## config.mk

```make
export PLATFORM = sky130hd
export DESIGN_NAME = regfile_wb_flat
export DESIGN_NICKNAME = d
export VERILOG_FILES = /design/src/rtl/regfile_wb_if.sv /design/src/rtl/regfile_wb.sv /design/src/flat_wrapper.sv
export SDC_FILE = /design/constraint.sdc
export NUM_CORES = 2
export LEC_CHECK = 0
export CORE_UTILIZATION = 45
export CTS_BUF_LIST = sky130_fd_sc_hd__clkbuf_8
export CTS_CLUSTER_DIAMETER = 30
export DETAILED_ROUTE_END_ITERATION = 10
export PLACE_DENSITY = 0.62
export SETUP_SLACK_MARGIN = 0.1
export SYNTH_ARGS = -nofsm -noshare
export SYNTH_HDL_FRONTEND = slang
export SYNTH_SLANG_ARGS = --single-unit
```

## constraint.sdc

```tcl
create_clock -name clk -period 5.98 [get_ports clk]
set_clock_uncertainty 0.2 [all_clocks]
set_input_delay 1.196 -clock clk [delete_from_list [all_inputs] [get_ports clk]]
set_output_delay 1.196 -clock clk [all_outputs]
set_load 0.1 [all_outputs]
```

## src/rtl/regfile_wb_if.sv

```systemverilog
// Register file bus: writeback-stage write port plus the two decode-stage
// read ports. The pipeline side drives the master modport and the register
// file sits on the slave modport.
interface regfile_wb_if #(
  parameter int DATA_W = 64,
  parameter int ADDR_W = 5
);
  logic              RegWrite;
  logic [ADDR_W-1:0] WriteRegister;
  logic [DATA_W-1:0] WriteData;
  logic [ADDR_W-1:0] ReadRegister1;
  logic [ADDR_W-1:0] ReadRegister2;
  logic [DATA_W-1:0] ReadData1;
  logic [DATA_W-1:0] ReadData2;

  modport master (
    output RegWrite, WriteRegister, WriteData, ReadRegister1, ReadRegister2,
    input  ReadData1, ReadData2
  );

  modport slave (
    input  RegWrite, WriteRegister, WriteData, ReadRegister1, ReadRegister2,
    output ReadData1, ReadData2
  );
endinterface

```

## src/rtl/regfile_wb.sv

```systemverilog
// 32 x 64-bit architectural register file with a hardwired-zero register.
// The write port is enabled through a binary tree of 1-to-2 enable decoders
// that yields a one-hot write-enable vector. The two read ports are
// combinational and bypass same-cycle write data, so the pipeline needs no
// separate WB->ID forwarding path.
module regfile_wb #(
  parameter int DATA_W   = 64,
  parameter int ADDR_W   = 5,
  parameter int ZERO_REG = 31
) (
  input  logic          clk,
  input  logic          reset,
  regfile_wb_if.slave   bus
);

  localparam int                NUM_REGS  = 2 ** ADDR_W;
  localparam int                NUM_NODES = 2 * NUM_REGS - 1;
  localparam logic [ADDR_W-1:0] ZERO_IDX  = ADDR_W'(ZERO_REG);

  // Decoder tree stored heap-style: node 0 is the root enable (RegWrite).
  // Node n splits into 2n+1 (address bit 0) and 2n+2 (address bit 1).
  // Taking address bits MSB-first, leaf NUM_REGS-1+k is register k.
  logic [NUM_NODES-1:0] dec_tree_s;
  logic [NUM_REGS-1:0]  wr_en_s;

  assign dec_tree_s[0] = bus.RegWrite;

  for (genvar lvl = 0; lvl < ADDR_W; lvl++) begin : g_level
    for (genvar k = 0; k < 2 ** lvl; k++) begin : g_node
      localparam int NODE = (2 ** lvl) - 1 + k;
      // A gated-off parent keeps both children low, even with X address bits.
      assign dec_tree_s[2*NODE+1] = dec_tree_s[NODE] & ~bus.WriteRegister[ADDR_W-1-lvl];
      assign dec_tree_s[2*NODE+2] = dec_tree_s[NODE] &  bus.WriteRegister[ADDR_W-1-lvl];
    end
  end

  assign wr_en_s = dec_tree_s[NUM_NODES-1 -: NUM_REGS];

  // Register storage. The ZERO_REG slot is never loaded, so it stays at its
  // reset value and synthesis reduces it to a constant.
  logic [DATA_W-1:0] regs_q [NUM_REGS];
  logic [DATA_W-1:0] regs_d [NUM_REGS];

  // Next-state for each register: load WriteData on its enable, else hold.
  always_comb begin
    for (int i = 0; i < NUM_REGS; i++) begin
      if (wr_en_s[i] && (i != ZERO_REG)) begin
        regs_d[i] = bus.WriteData;
      end else begin
        regs_d[i] = regs_q[i];
      end
    end
  end

  // State update; a synchronous reset takes priority over a simultaneous write.
  always_ff @(posedge clk) begin
    if (reset) begin
      for (int i = 0; i < NUM_REGS; i++) begin
        regs_q[i] <= {DATA_W{1'b0}};
      end
    end else begin
      for (int i = 0; i < NUM_REGS; i++) begin
        regs_q[i] <= regs_d[i];
      end
    end
  end

  // Read one port: zero register, then same-cycle write bypass, then storage.
  function automatic logic [DATA_W-1:0] read_port(
    input logic [ADDR_W-1:0] raddr,
    input logic              we,
    input logic [ADDR_W-1:0] waddr,
    input logic [DATA_W-1:0] wdata,
    input logic [DATA_W-1:0] stored
  );
    logic [DATA_W-1:0] val;
    if (raddr == ZERO_IDX) begin
      val = {DATA_W{1'b0}};
    end else if (we && (waddr == raddr)) begin
      val = wdata;
    end else begin
      val = stored;
    end
    return val;
  endfunction

  // Both read ports are combinational functions of state and inputs.
  always_comb begin
    bus.ReadData1 = read_port(bus.ReadRegister1, bus.RegWrite, bus.WriteRegister,
                              bus.WriteData, regs_q[bus.ReadRegister1]);
    bus.ReadData2 = read_port(bus.ReadRegister2, bus.RegWrite, bus.WriteRegister,
                              bus.WriteData, regs_q[bus.ReadRegister2]);
  end

endmodule

```

## src/flat_wrapper.sv

```systemverilog
// flat-port wrapper written by rule: the top's interface ports become plain ports
module regfile_wb_flat 
#(
  parameter int DATA_W   = 64,
  parameter int ADDR_W   = 5,
  parameter int ZERO_REG = 31
)
  (clk, reset, bus_RegWrite, bus_WriteRegister, bus_WriteData, bus_ReadRegister1, bus_ReadRegister2, bus_ReadData1, bus_ReadData2);
  regfile_wb_if #(.DATA_W(DATA_W), .ADDR_W(ADDR_W)) bus_i ();
  input  logic clk;
  input  logic reset;
  input wire logic [$bits(bus_i.RegWrite)-1:0] bus_RegWrite;
  input wire logic [$bits(bus_i.WriteRegister)-1:0] bus_WriteRegister;
  input wire logic [$bits(bus_i.WriteData)-1:0] bus_WriteData;
  input wire logic [$bits(bus_i.ReadRegister1)-1:0] bus_ReadRegister1;
  input wire logic [$bits(bus_i.ReadRegister2)-1:0] bus_ReadRegister2;
  output wire logic [$bits(bus_i.ReadData1)-1:0] bus_ReadData1;
  output wire logic [$bits(bus_i.ReadData2)-1:0] bus_ReadData2;
  assign bus_i.RegWrite = bus_RegWrite;
  assign bus_i.WriteRegister = bus_WriteRegister;
  assign bus_i.WriteData = bus_WriteData;
  assign bus_i.ReadRegister1 = bus_ReadRegister1;
  assign bus_i.ReadRegister2 = bus_ReadRegister2;
  assign bus_ReadData1 = bus_i.ReadData1;
  assign bus_ReadData2 = bus_i.ReadData2;
  regfile_wb #(.DATA_W(DATA_W), .ADDR_W(ADDR_W), .ZERO_REG(ZERO_REG)) u_core (.clk(clk), .reset(reset), .bus(bus_i));
endmodule
```

Yosys cells after proc, flatten, opt, wreduce, memory -nomap -nowiden
Memories as Yosys holds them, arrays and structs flattened.
Index checks and enable logic that the tools add are counted.
{ "word_totals": {"reg_bits": 0, "input_bits": 82, "ram_bits": 2048, "memories": 1, "wordCells": 239, "out_inout_bits": 128} }
{ "classes": {"n_reduce_logical": 34, "muxes": 70, "n_eq_ne": 36, "n_bitwise": 98} }
{ "mem_list": {"columns": ["memory", "words", "word_bits", "read_ports", "rd_clocked_by_memory_dff", "write_ports", "line_no", "source"], "rows": [
  ["u_core.regs_q", 32, 64, 2, 0, 32, "regfile_wb.sv:41", "logic [DATA_W-1:0] regs_q [NUM_REGS];"]
]} }
{ "ops": {"columns": ["operator", "n"], "rows": [
  ["$mux W64", 67],
  ["$reduce_and A2 Y1", 32],
  ["$and A1 B1 Y1", 61],
  ["$or A1 B1 Y1", 32],
  ["$ne A1 B1 Y1 const B", 31],
  ["$eq A5 B5 Y1", 2],
  ["$eq A5 B5 Y1 const B", 2],
  ["$not A1 Y1", 5],
  ["$mux W1", 3],
  ["$logic_and A1 B1 Y1", 2],
  ["$ne A0 B0 Y1", 1]
]} }

Logic depth before layout (Yosys ltp)
{ "depth": {"depth_word": 9, "depth_mapped": 10, "ltp_nobuf": 5} }

Least setup slack after synthesis
OpenSTA, ideal clock, no wires.
{ "synth_timing": {"path_kind": "input port to output port", "start": "in bus_ReadRegister1[0]", "end": "out bus_ReadData1[21]", "path_slack_ns": -0.906, "path_buffers": 6, "path_stages": 10, "required_ns": 4.584, "t_arrival_ns": 5.490, "path_cell_list": "buf_6 > buf_6 > buf_6 > buf_6 > buf_4 > buf_2 > a2bb2oi_1 > a21oi_1 > nor2_1 > o41ai_1"} }
{ "synth_between": {"elab_chain_len": 4, "elab_cells_between_ends": 6, "classes_between": "eq/ne (2); mux (2); reduce/logical (1); memory (1)"} }
{ "synth_lines": {"columns": ["element", "line_no", "source"], "rows": [
  ["start: declaration", "flat_wrapper.sv:15", "input wire logic [$bits(bus_i.ReadRegister1)-1:0] bus_ReadRegister1;"],
  ["parallel branches: the longest is 3 deep, another holds $mem_v2 Z32 W64", null, null],
  ["$mux W64 (*)", "regfile_wb.sv:77", "if (raddr == ZERO_IDX) begin"],
  ["end: declaration", "flat_wrapper.sv:17", "output wire logic [$bits(bus_i.ReadData1)-1:0] bus_ReadData1;"]
]} }
Every way passes the cells marked *.

Final worst setup path
{ "layout_timing": {"start": "in bus_WriteRegister[4]", "end": "out bus_ReadData1[11]"} }
{ "layout_between": {"elab_chain_len": 4} }
{ "layout_lines": {"columns": ["element", "line_no", "source"], "rows": [
  ["start: declaration", "flat_wrapper.sv:13", "input wire logic [$bits(bus_i.WriteRegister)-1:0] bus_WriteRegister;"],
  ["$eq A5 B5 Y1", "regfile_wb.sv:79", "end else if (we && (waddr == raddr)) begin"],
  ["$logic_and A1 B1 Y1", "regfile_wb.sv:79", null],
  ["$mux W64", "regfile_wb.sv:79", null],
  ["$mux W64", "regfile_wb.sv:77", null]
]} }
Every way passes these cells.

==> impl_metrics.toml <==
[logic_synthesis]
syn_inst = 6564
syn-num-nets = 6646
ys_ff_latch = 1984
ys_warn_count = 0
synthDistinctLibCells = 49
synth_top_area_share_pct = 60.3
synth-edff-count = 1984
synthFlopType = "edfxtp_1"
synth_area_sq_mm = 0.0987
synthArstFlopShare_pct = 0
seq_area_frac_synth_pct = 60.3
synth.avg_cell_area_sq_um = 15.0
ys_top_cells_by_area = "edfxtp_1 60%, mux4_2 17%, nor2_1 4.6%"
synth_top_area_cell = "edfxtp_1"

[flow_run]
maxCapViolCount = 1

[sta]
fin_crit_ns = 5.88
finalHoldViolCount = 0
max_slew_margin_pct = 0.827
fmax_mhz = 170
fin_crit_sh_pct = 98.3
setup_viol = 0
rsz0062_at_grt = "no"
worst_slew_pin_slew_ns = 1.47
maxSlewViolCount = 0

[worst_setup_path]
cp.arrival_ns = 4.48
crit_fanout = 15
required_ns = 4.58
end_kind = "output pin"
path_class = "in -> out"
startpoint_type = "primary input"

[die]
core_sq_mm = 0.218
die_h_microns = 470
ios = 210
initial_core_util_pct = 45.4
die_area_sq_mm = 0.221
rows = 171
die_w_microns = 470

[route]
drc = 0
routedWlPerCell_microns = 38.4
via_per_inst = 6.91
drtIter0Drc = 11073
firstDrtPassIters = 6
vias = 69226
ant_nets = 0
routed_wl_mm = 384

[cells_and_area]
area_delta_synth_final_pct = 17.3
top_regs = "u_core.regs_q x1984"
top_register = "u_core.regs_q"
nNetsFinal = 6911
layout_common_cells = "1,984 x edfxtp_1, 1,218 x nor2_1, 764 x mux4_2"
final_common_cell = "edfxtp_1"
fillers = 17215
stdcell_area_sq_mm = 0.116
drive_above_1_share_pct = 28.5
largest_reg_flops = 1984

[placement]
hpwl_mm = 236
dpl_cell_area_sq_mm = 0.107
portBuffers = 209
place.gp.congestion = 0.910

[clock_tree]
tritoncts = "yes"
cts_hold_buffers = 0
htreeDepth = 5
clk_pin_slew_ns = 0.06
post_cts_buffers = 0
cts-root-buf = "clkbuf_8"
cts_resized = 2
cts_num_sinks = 1984
cts_buffer_depth = 4
cts_buffers = 418

[hold_path]
holdPathStages = 4
hold_class = "in -> reg"
hold_start = "reset"
min_to = "u_core.regs_q[7][63]$_SDFFCE_PN0P_"

[power_and_ir_drop]
power_leakage_nw = 40.3
vdd_drop_max_v = 0.000303
power.density_mw_per_mm2 = 338
power_mw = 39.1

[global_route]
grt_pass1_vias = 67797
antenna_found_initial = 14
grt_pass1_wl_mm = 527
grt_max_degree = 86
grt-ovfl-total = 0
grtUsageTotal_pct = 34.1

[status]
outcome = "finished, violations left"
violations = "capacitance limit"
[report_power, final]
part | leakage (nW) | switching, mW | internal, mW
clock | 4.72 | 6.44 | 9.39
combinational | 16.5 | 4.11 | 2.37
sequential | 19.0 | 0.461 | 16.3
[stage by stage]
stage | hold slack [ns] | worst slack (ns) | instances | TNS [ns] | util [%]
after floorplan | 1.41 | -0.906 | 6564 | -17.58 | -
after global placement | 1.99 | -0.227 | 9262 | -0.276 | 49.0
after detailed placement | 1.99 | 0.0198 | 9263 | 0 | 49.0
after CTS | 0.779 | 0.226 | 10005 | 0 | 53.2
after global routing | 0.853 | 0.112 | 10006 | 0 | 53.2
final | 0.904 | 0.103 | 10013 | 0 | 53.2
[cells by family after synthesis]
group	Yosys count	share of synthesized area, %
xor+xnor	10	0.0887
simple gates	1519	6.25
buf+inv	835	3.69
flops	1984	60.3
mux	1251	22.5
compound gates	965	7.15
[per-layer routing]
layer  global-route usage [%]  vias to the layer above  routed length, microns
met5                        0                        -                      69
met4                     23.4                       10                   30000
met3                     8.66                     1200                   50400
met2                     50.9                     5811                  171000
met1                     43.9                    35552                  133000
li1                         -                    26653                       -
[cells in the mapped netlist, drive strengths merged (27+ instances only)]
| library cell | n |
|---|---|
| nand2b | 88 |
| mux2 | 84 |
| inv | 129 |
| buf | 331 |
| o211ai | 51 |
| edfxtp | 1984 |
| a22oi | 144 |
| mux2i | 403 |
| a221o | 35 |
| clkbuf | 375 |
| a211oi | 112 |
| o41ai | 27 |
| o221ai | 64 |
| nand3 | 51 |
| o21ai | 31 |
| a22o | 64 |
| a32o | 35 |
| a2bb2oi | 49 |
| nor2 | 1222 |
| a21oi | 129 |
| a31oi | 35 |
| mux4 | 764 |
| o22ai | 160 |
| nand2 | 93 |
[final cells by class]
type	count	area, sq um	share of cell area (%)
timing repair buffer	551	7010	6.06
antenna	8	20.0	0.0173
clock buffer	427	5880	5.08
inverter	129	484	0.418
sequential	1984	59600	51.4
tap	2854	3570	3.08
multi-input combinational	3745	36100	31.2
clock inverter	315	3170	2.74
[worst max-delay path by stage]
stage                               startpoint                 to  slack [ns]  depth (start not counted)
after floorplan           bus_ReadRegister1[0]  bus_ReadData1[57]       -0.91                         10
after global placement    bus_ReadRegister2[0]  bus_ReadData2[11]       -0.23                          7
after detailed placement  bus_WriteRegister[4]  bus_ReadData1[39]        0.02                          9
after CTS                 bus_WriteRegister[4]  bus_ReadData1[11]        0.23                          9
after global routing      bus_WriteRegister[4]  bus_ReadData1[11]        0.11                          9
final                     bus_WriteRegister[4]  bus_ReadData1[11]        0.10                          9
[critical path, cell delays in order]
cell and delay, ns:
clkdlybuf4s50_1 0.60, xnor2_1 0.23, nand4_1 0.23, nor2_1 0.14
or2_2 0.36, buf_4 0.26, o41ai_1 0.94, buf_4 0.29
buf_12 0.18
(Power assumes the default switching activity.)
